[src/rtl/game_timer.sv]
// Game timer: counts seconds up toward a limit or down from it, with pause/resume.
// The prescaler divides clk into one-second ticks; tick and expired line up with the cur_time update.
module game_timer #(
  parameter int TICKS_PER_SEC = 100000000,
  parameter int TIME_WIDTH    = 8
) (
  input  logic                  clk,
  input  logic                  reset,
  input  logic                  start,
  input  logic                  pause,
  input  logic                  resume,
  input  logic                  count_down,
  input  logic [TIME_WIDTH-1:0] limit,
  output logic [TIME_WIDTH-1:0] cur_time,
  output logic                  running,
  output logic                  tick,
  output logic                  expired,
  output logic                  done
);

  localparam int PW = $clog2(TICKS_PER_SEC);
  localparam logic [PW-1:0] PRESC_LAST = PW'(TICKS_PER_SEC - 1);

  typedef enum logic [1:0] {IDLE, RUN, PAUSED, DONE} state_t;

  state_t                state, state_next;
  logic [PW-1:0]         presc, presc_next;
  logic [TIME_WIDTH-1:0] time_next;
  logic [TIME_WIDTH-1:0] lim, lim_next;
  logic                  mode, mode_next;
  logic                  tick_next, expired_next;
  logic [TIME_WIDTH-1:0] up_val, dn_val;
  logic                  boundary;

  assign up_val   = cur_time + TIME_WIDTH'(1);
  assign dn_val   = (cur_time == '0) ? '0 : cur_time - TIME_WIDTH'(1);
  assign boundary = (presc == PRESC_LAST);

  // start outranks everything; pause is only honoured in RUN, resume only in PAUSED
  always_comb begin
    state_next   = state;
    presc_next   = presc;
    time_next    = cur_time;
    mode_next    = mode;
    lim_next     = lim;
    tick_next    = 1'b0;
    expired_next = 1'b0;
    if (start) begin
      mode_next  = count_down;
      lim_next   = limit;
      presc_next = '0;
      time_next  = count_down ? limit : '0;
      if (count_down && (limit == '0)) begin
        state_next   = DONE;
        expired_next = 1'b1;
      end else begin
        state_next = RUN;
      end
    end else begin
      unique case (state)
        RUN: begin
          if (pause) begin
            state_next = PAUSED;
          end else if (boundary) begin
            presc_next = '0;
            tick_next  = 1'b1;
            if (mode) begin
              time_next = dn_val;
              if (dn_val == '0) begin
                state_next   = DONE;
                expired_next = 1'b1;
              end
            end else begin
              time_next = up_val;
              // a zero limit means free-running with wrap-around
              if ((lim != '0) && (up_val == lim)) begin
                state_next   = DONE;
                expired_next = 1'b1;
              end
            end
          end else begin
            presc_next = presc + PW'(1);
          end
        end
        PAUSED: begin
          if (resume) state_next = RUN;
        end
        default: ;
      endcase
    end
  end

  always_ff @(posedge clk) begin
    if (reset) begin
      state    <= IDLE;
      presc    <= '0;
      cur_time <= '0;
      mode     <= 1'b0;
      lim      <= '0;
      tick     <= 1'b0;
      expired  <= 1'b0;
    end else begin
      state    <= state_next;
      presc    <= presc_next;
      cur_time <= time_next;
      mode     <= mode_next;
      lim      <= lim_next;
      tick     <= tick_next;
      expired  <= expired_next;
    end
  end

  assign running = (state == RUN);
  assign done    = (state == DONE);

endmodule

[config.mk]
export PLATFORM = sky130hd
export DESIGN_NAME = game_timer
export DESIGN_NICKNAME = d
export VERILOG_FILES = /design/src/rtl/game_timer.sv
export SDC_FILE = /design/constraint.sdc
export NUM_CORES = 1
export LEC_CHECK = 0
export BUFFER_PORTS_ARGS = -buffer_cell sky130_fd_sc_hd__buf_2
export CAP_MARGIN = 40
export CORE_MARGIN = 4
export CORE_UTILIZATION = 55
export CTS_BUF_LIST = sky130_fd_sc_hd__clkbuf_4 sky130_fd_sc_hd__clkbuf_8
export DETAILED_ROUTE_END_ITERATION = 8
export HOLD_SLACK_MARGIN = 0.12
export PLACE_DENSITY = 0.75
export SYNTH_ARGS = -nofsm -noshare
export SYNTH_HDL_FRONTEND = slang
export SYNTH_SLANG_ARGS = --single-unit
[constraint.sdc]
create_clock -name clk -period 5.99 [get_ports clk]
set_clock_uncertainty 0.1 [all_clocks]
set_input_delay 0.599 -clock clk [delete_from_list [all_inputs] [get_ports clk]]
set_output_delay 0.599 -clock clk [all_outputs]
set_load 0.01 [all_outputs]
Word level (Yosys, flattened, before mapping)
Index checks and enable logic that the tools add are counted.

word-level totals
  word-level logic and storage cells = 62
  bits of input ports = 14
  output and inout bits = 12
  register bits after elaboration = 48

operators by class
  multiplexer cells = 26
  $add $sub $neg = 3
  bitwise gates (word level) = 2
  reduce and logical (&&, ||, !) cells = 14
  eq/ne operators = 10

operators with widths
  cell                     count
  $mux W8                  7
  $add A27 B1 Y27 const B  1
  $eq A27 B27 Y1 const B   1
  $mux W27                 1
  $logic_not A8 Y1         3
  $mux W2                  8
  $mux W1                  9
  $add A8 B1 Y8 const B    1
  $eq A8 B8 Y1             1
  $reduce_bool A8 Y1       1
  $sub A8 B1 Y8 const B    1
  $ne A5 B3 Y1 const B     1
  $ne A5 B4 Y1 const B     1
  $reduce_and A5 Y1        1
  $eq A2 B2 Y1 const B     2
  $ne A4 B3 Y1 const B     1
  $pmux W2 S2              1
  $reduce_bool A2 Y1       2
  $reduce_or A4 Y1         1
  $ne A3 B3 Y1 const B     1
  $reduce_and A3 Y1        1
  $reduce_bool A3 Y1       1
  $eq A2 B1 Y1 const B     1
  $logic_and A1 B1 Y1      2
  4 further kinds          5

Logic depth before layout (Yosys ltp)
  word-level depth = 9
  gate-level depth with buffers = 10
  mapped depth without buffers = 9

Worst setup path before layout
Ideal clock, no wire load.

  path kind = input to register
  from = input pause
  to = register presc[20]
  data required time = 5773 ps
  stages = 7
  buffers on the path = 0
  setup time = 117 ps
  slack = 3766 ps
  arrival time = 2007 ps
  path through = nor3b_4 -> nand3_1 -> or4_4 -> nor2_4 -> nand4_1 -> xor2_1 -> nor2_1

between the ends
  word-level cells in the longest chain between the ends = 2

ends and longest elaborated chain
  item                         RTL line  source
  start: declaration           10        input logic pause,
  $not A1 Y1 (no line)         n/a
  $reduce_and A2 Y1 (no line)  n/a
  end signal: assignment       104       presc <= presc_next;
  end: declaration             27        logic [PW-1:0] presc, presc_next;

Every way passes these cells.
A chain may end at the register's enable or synchronous reset.

Final worst setup path
  from = register cur_time[2]
  to = register expired

between the ends
  word-level cells in the longest chain between the ends = 9
  elaborated cells between the ends (all ways) = 14
  classes of those cells = 2 x add/sub; 1 x eq/ne; 8 x mux; 3 x reduce/logical

ends and longest elaborated chain
  item                                                            RTL line  source
  start: declaration                                              14        output logic [TIME_WIDTH-1:0] cur_time,
  start signal: assignment                                        105       cur_time <= time_next;
  $add A8 B1 Y8, or another cell as far along                     35        assign up_val = cur_time + TIME_WIDTH'(1);
  $eq A8 B8 Y1 / $mux W8 (equally long branches)                  76, 36
  $logic_and A1 B1 Y1 / $logic_not A8 Y1 (equally long branches)  76, 69
  $mux W1, on equally long branches                               76, 69
  $mux W1 *                                                       67        if (mode) begin
  $mux W1 *                                                       64        end else if (boundary) begin
  $mux W1 *                                                       62        if (pause) begin
  $mux W1 *                                                       60        unique case (state)
  $mux W1 *                                                       48        if (start) begin
  end signal: assignment                                          109       expired <= expired_next;
  end: declaration                                                17        output logic expired,

Mark *: on every way between the ends. The rest lies on a longest branch, timed or not.

==> flow_summary.yaml <==
timing:
  rsz0062_at_grt: "false"
  whs_ns: 0.397
  hold_violations: 0
  final-setup-viol-count: 0
  min_period_over_period_pct: 43.5
  tightest_slew_ns: 0.685
  clock.fmax_mhz: 384
  finalMaxSlewViolations: 0
  setup_slack_ns: 3.38
  slew_headroom_pct: 54.3
  layout_min_cycle_time_ns: 2.61
  fin_tns_setup_ns: 0
synthesis:
  yosys.area.top_type_share_pct: 34.3
  syn_nets: 354
  synth_edf_count: 0
  synth_top_family_by_area: "simple AND/OR/NAND/NOR gates"
  yosys.area.top_type: "dfxtp_1"
  syn_area_per_cell_um2: 8.34
  synthDistinctLibCells: 57
  yosys.area_share.simple_pct: 30.7
  yosys_warnings: 0
  synthXorXnorAreaFrac_pct: 11.6
  syn_inst: 336
  synth_area_um2: 2800
  synth_compound_area_share_pct: 12.1
  ys.flop_type: "dfxtp_1"
  synth.area.top_cells: "dfxtp_1 34%, nor2_1 7.0%, xnor2_1 5.9%"
  synth_mux_area_share_pct: 5.04
  synth-async-reset-ratio_pct: 0
  ys_seq_elements: 48
  yosys.area_share.adder_pct: 1.79
  yosysSeqAreaShare_pct: 34.3
setup_path:
  cp-start-kind: "flop"
  crit_path_max_fanout: 12
  cp.required_ns: 6.10
  r2r_start: "cur_time[2]$_SDFFE_PP0P_"
  worstSetupEndpointType: "flop"
  r2r_end: "expired$_SDFF_PP0_"
  arrival_ns: 2.72
  path_class: "flop to flop"
  reg2reg_slack_ns: 3.38
  reg2reg_depth: 7
grt:
  grt_pass1_wl_mm: 10.5
  grt_max_degree: 23
  antenna_found_initial: 0
  grt_pass1_vias: 2167
  grt-ovfl-total: 0
  track_usage_pct: 20.5
floorplan:
  io_pins: 26
  fp.dieArea_um2: 6300
  num_rows: 25
  die_w_um: 79.4
  die_h_um: 79.4
  core_um2: 4820
  start_util_pct: 58.2
hold_path:
  hp-start: "presc[16]$_SDFFE_PP0P_"
  min_to: "presc[16]$_SDFFE_PP0P_"
  hold_depth: 2
  hp-class: "flop to flop"
clocking:
  clock_tree.root_cell: "clkbuf_8"
  cts.sinks: 48
  cts_resized: 0
  cts_tree: "done"
  cts_max_level: 2
  cts.clk_slew.worst_paths_ns: 0.09
  clock_latency_ns: 0.30
  numCtsBuffers: 5
  post-cts-setup-buffers: 0
  clk_path_buf_depth: 2
  ctsHoldBuffers: 0
placed_design:
  dp_slack_ns: 3.44
  place_congestion: 0.897
  hpwlAfterDp_mm: 4.47
  portBuffers: 25
  place_area_um2: 2940
final_layout:
  area_growth_pct: 8.13
  layout_common_cells: "52 x nor2_1, 48 x dfxtp_1, 25 x buf_2"
  multiInputGateArea_um2: 1720
  seqCellArea_um2: 961
  antenna_cells: 0
  drive_gt1_share_pct: 15.1
  num-nets-final: 369
  layout_commonest_cell: "nor2_1"
  postLayoutCellArea_um2: 3030
  fillers: 441
routing:
  drt-total-wl_mm: 6.06
  antenna_left: 0
  drt_iter0_markers: 241
  wl_per_cell_um: 14.5
  vias: 2389
  routed_via_density: 5.72
  drt_pre_antenna_iters: 5
  drc_errors: 0
status:
  outcome: "complete, no violations"
power_and_ir_drop:
  peakVddDrop_v: 0.000140
  p_leak_nw: 1.13
  powerDensity_nw_per_um2: 208
  totalPowerFinal_mw: 0.630
flow_run:
  maxCapViolations: 0
[worst max-delay path: stages (launching register included)]
cell and delay, ns:
dfxtp_1 0.62, nand3_1 0.32, xnor2_1 0.22, or3b_2 0.44
a211oi_1 0.29, a41oi_1 0.17, nand2b_1 0.18, a21oi_1 0.18
[stage by stage]
| step | util (%) | cells |
|---|---|---|
| after CTS | 62.9 | 418 |
| after global routing | 62.9 | 418 |
| after floorplan | - | 336 |
| after global placement | 60.7 | 410 |
| after detailed placement | 61.0 | 411 |
| final | 62.9 | 418 |
[synth_stat cells, types with 5 or more instances]
| cell type | n |
|---|---|
| xor2_1 | 18 |
| nand3_1 | 19 |
| o21ai_0 | 15 |
| clkbuf_1 | 12 |
| inv_1 | 10 |
| dfxtp_1 | 48 |
| nand2b_1 | 5 |
| a211oi_1 | 5 |
| nand2_1 | 20 |
| nor2_1 | 52 |
| nand4_1 | 6 |
| or3_1 | 7 |
| xnor2_1 | 19 |
| a21oi_1 | 14 |
| mux2i_1 | 13 |
[how the worst max path moves through the flow]
stage / startpoint / to / slack, ns / depth (start not counted)
floorplan: pause / presc[20]$_SDFFE_PP0P_ / 3.77 / 7
global placement: presc[14]$_SDFFE_PP0P_ / presc[14]$_SDFFE_PP0P_ / 3.36 / 5
detailed placement: pause / presc[20]$_SDFFE_PP0P_ / 3.44 / 8
CTS: cur_time[2]$_SDFFE_PP0P_ / expired$_SDFF_PP0_ / 3.43 / 7
global route: cur_time[2]$_SDFFE_PP0P_ / expired$_SDFF_PP0_ / 3.24 / 7
finish: cur_time[2]$_SDFFE_PP0P_ / expired$_SDFF_PP0_ / 3.38 / 7
[cells by family after synthesis]
group,count (synthesis)
AOI/OAI and AO/OA,53
xor gates and xnor gates,37
adders and majority gates,4
buffers and inverters,28
DFF,48
muxes,14
and+or+nand+nor,152
[sequential cells by signal, indices dropped and copies added (netlist names)]
name      cells
presc        27
cur_time      8
lim           8
state         2
expired       1
mode          1
tick          1
[layer usage]
metal / track usage (%) / vias up / share of wire, %
li1: - / 1199 / -
met1: 30.9 / 1106 / 50
met2: 30.4 / 76 / 42
met3: 3.84 / 8 / 6.8
met4: 4.30 / 0 / 1.1
met5: 0 / - / 0
[cell type report]
cell class | count | share of cell area [%]
Multi-Input combinational cell | 260 | 56.6
Clock inverter | 1 | 0.289
Sequential cell | 48 | 31.7
Timing Repair Buffer | 26 | 4.62
Clock buffer | 6 | 2.73
Tap cell | 67 | 2.77
Inverter | 10 | 1.24
[power by group]
group | switching (mW) | total, mW | leakage (nW) | internal, mW
Sequential | 0.0169 | 0.344 | 0.390 | 0.327
Combinational | 0.0468 | 0.0871 | 0.692 | 0.0402
Clock | 0.107 | 0.199 | 0.0473 | 0.0922
Total | 0.171 | 0.630 | 1.13 | 0.459
Power figures use the tool's default switching activity.
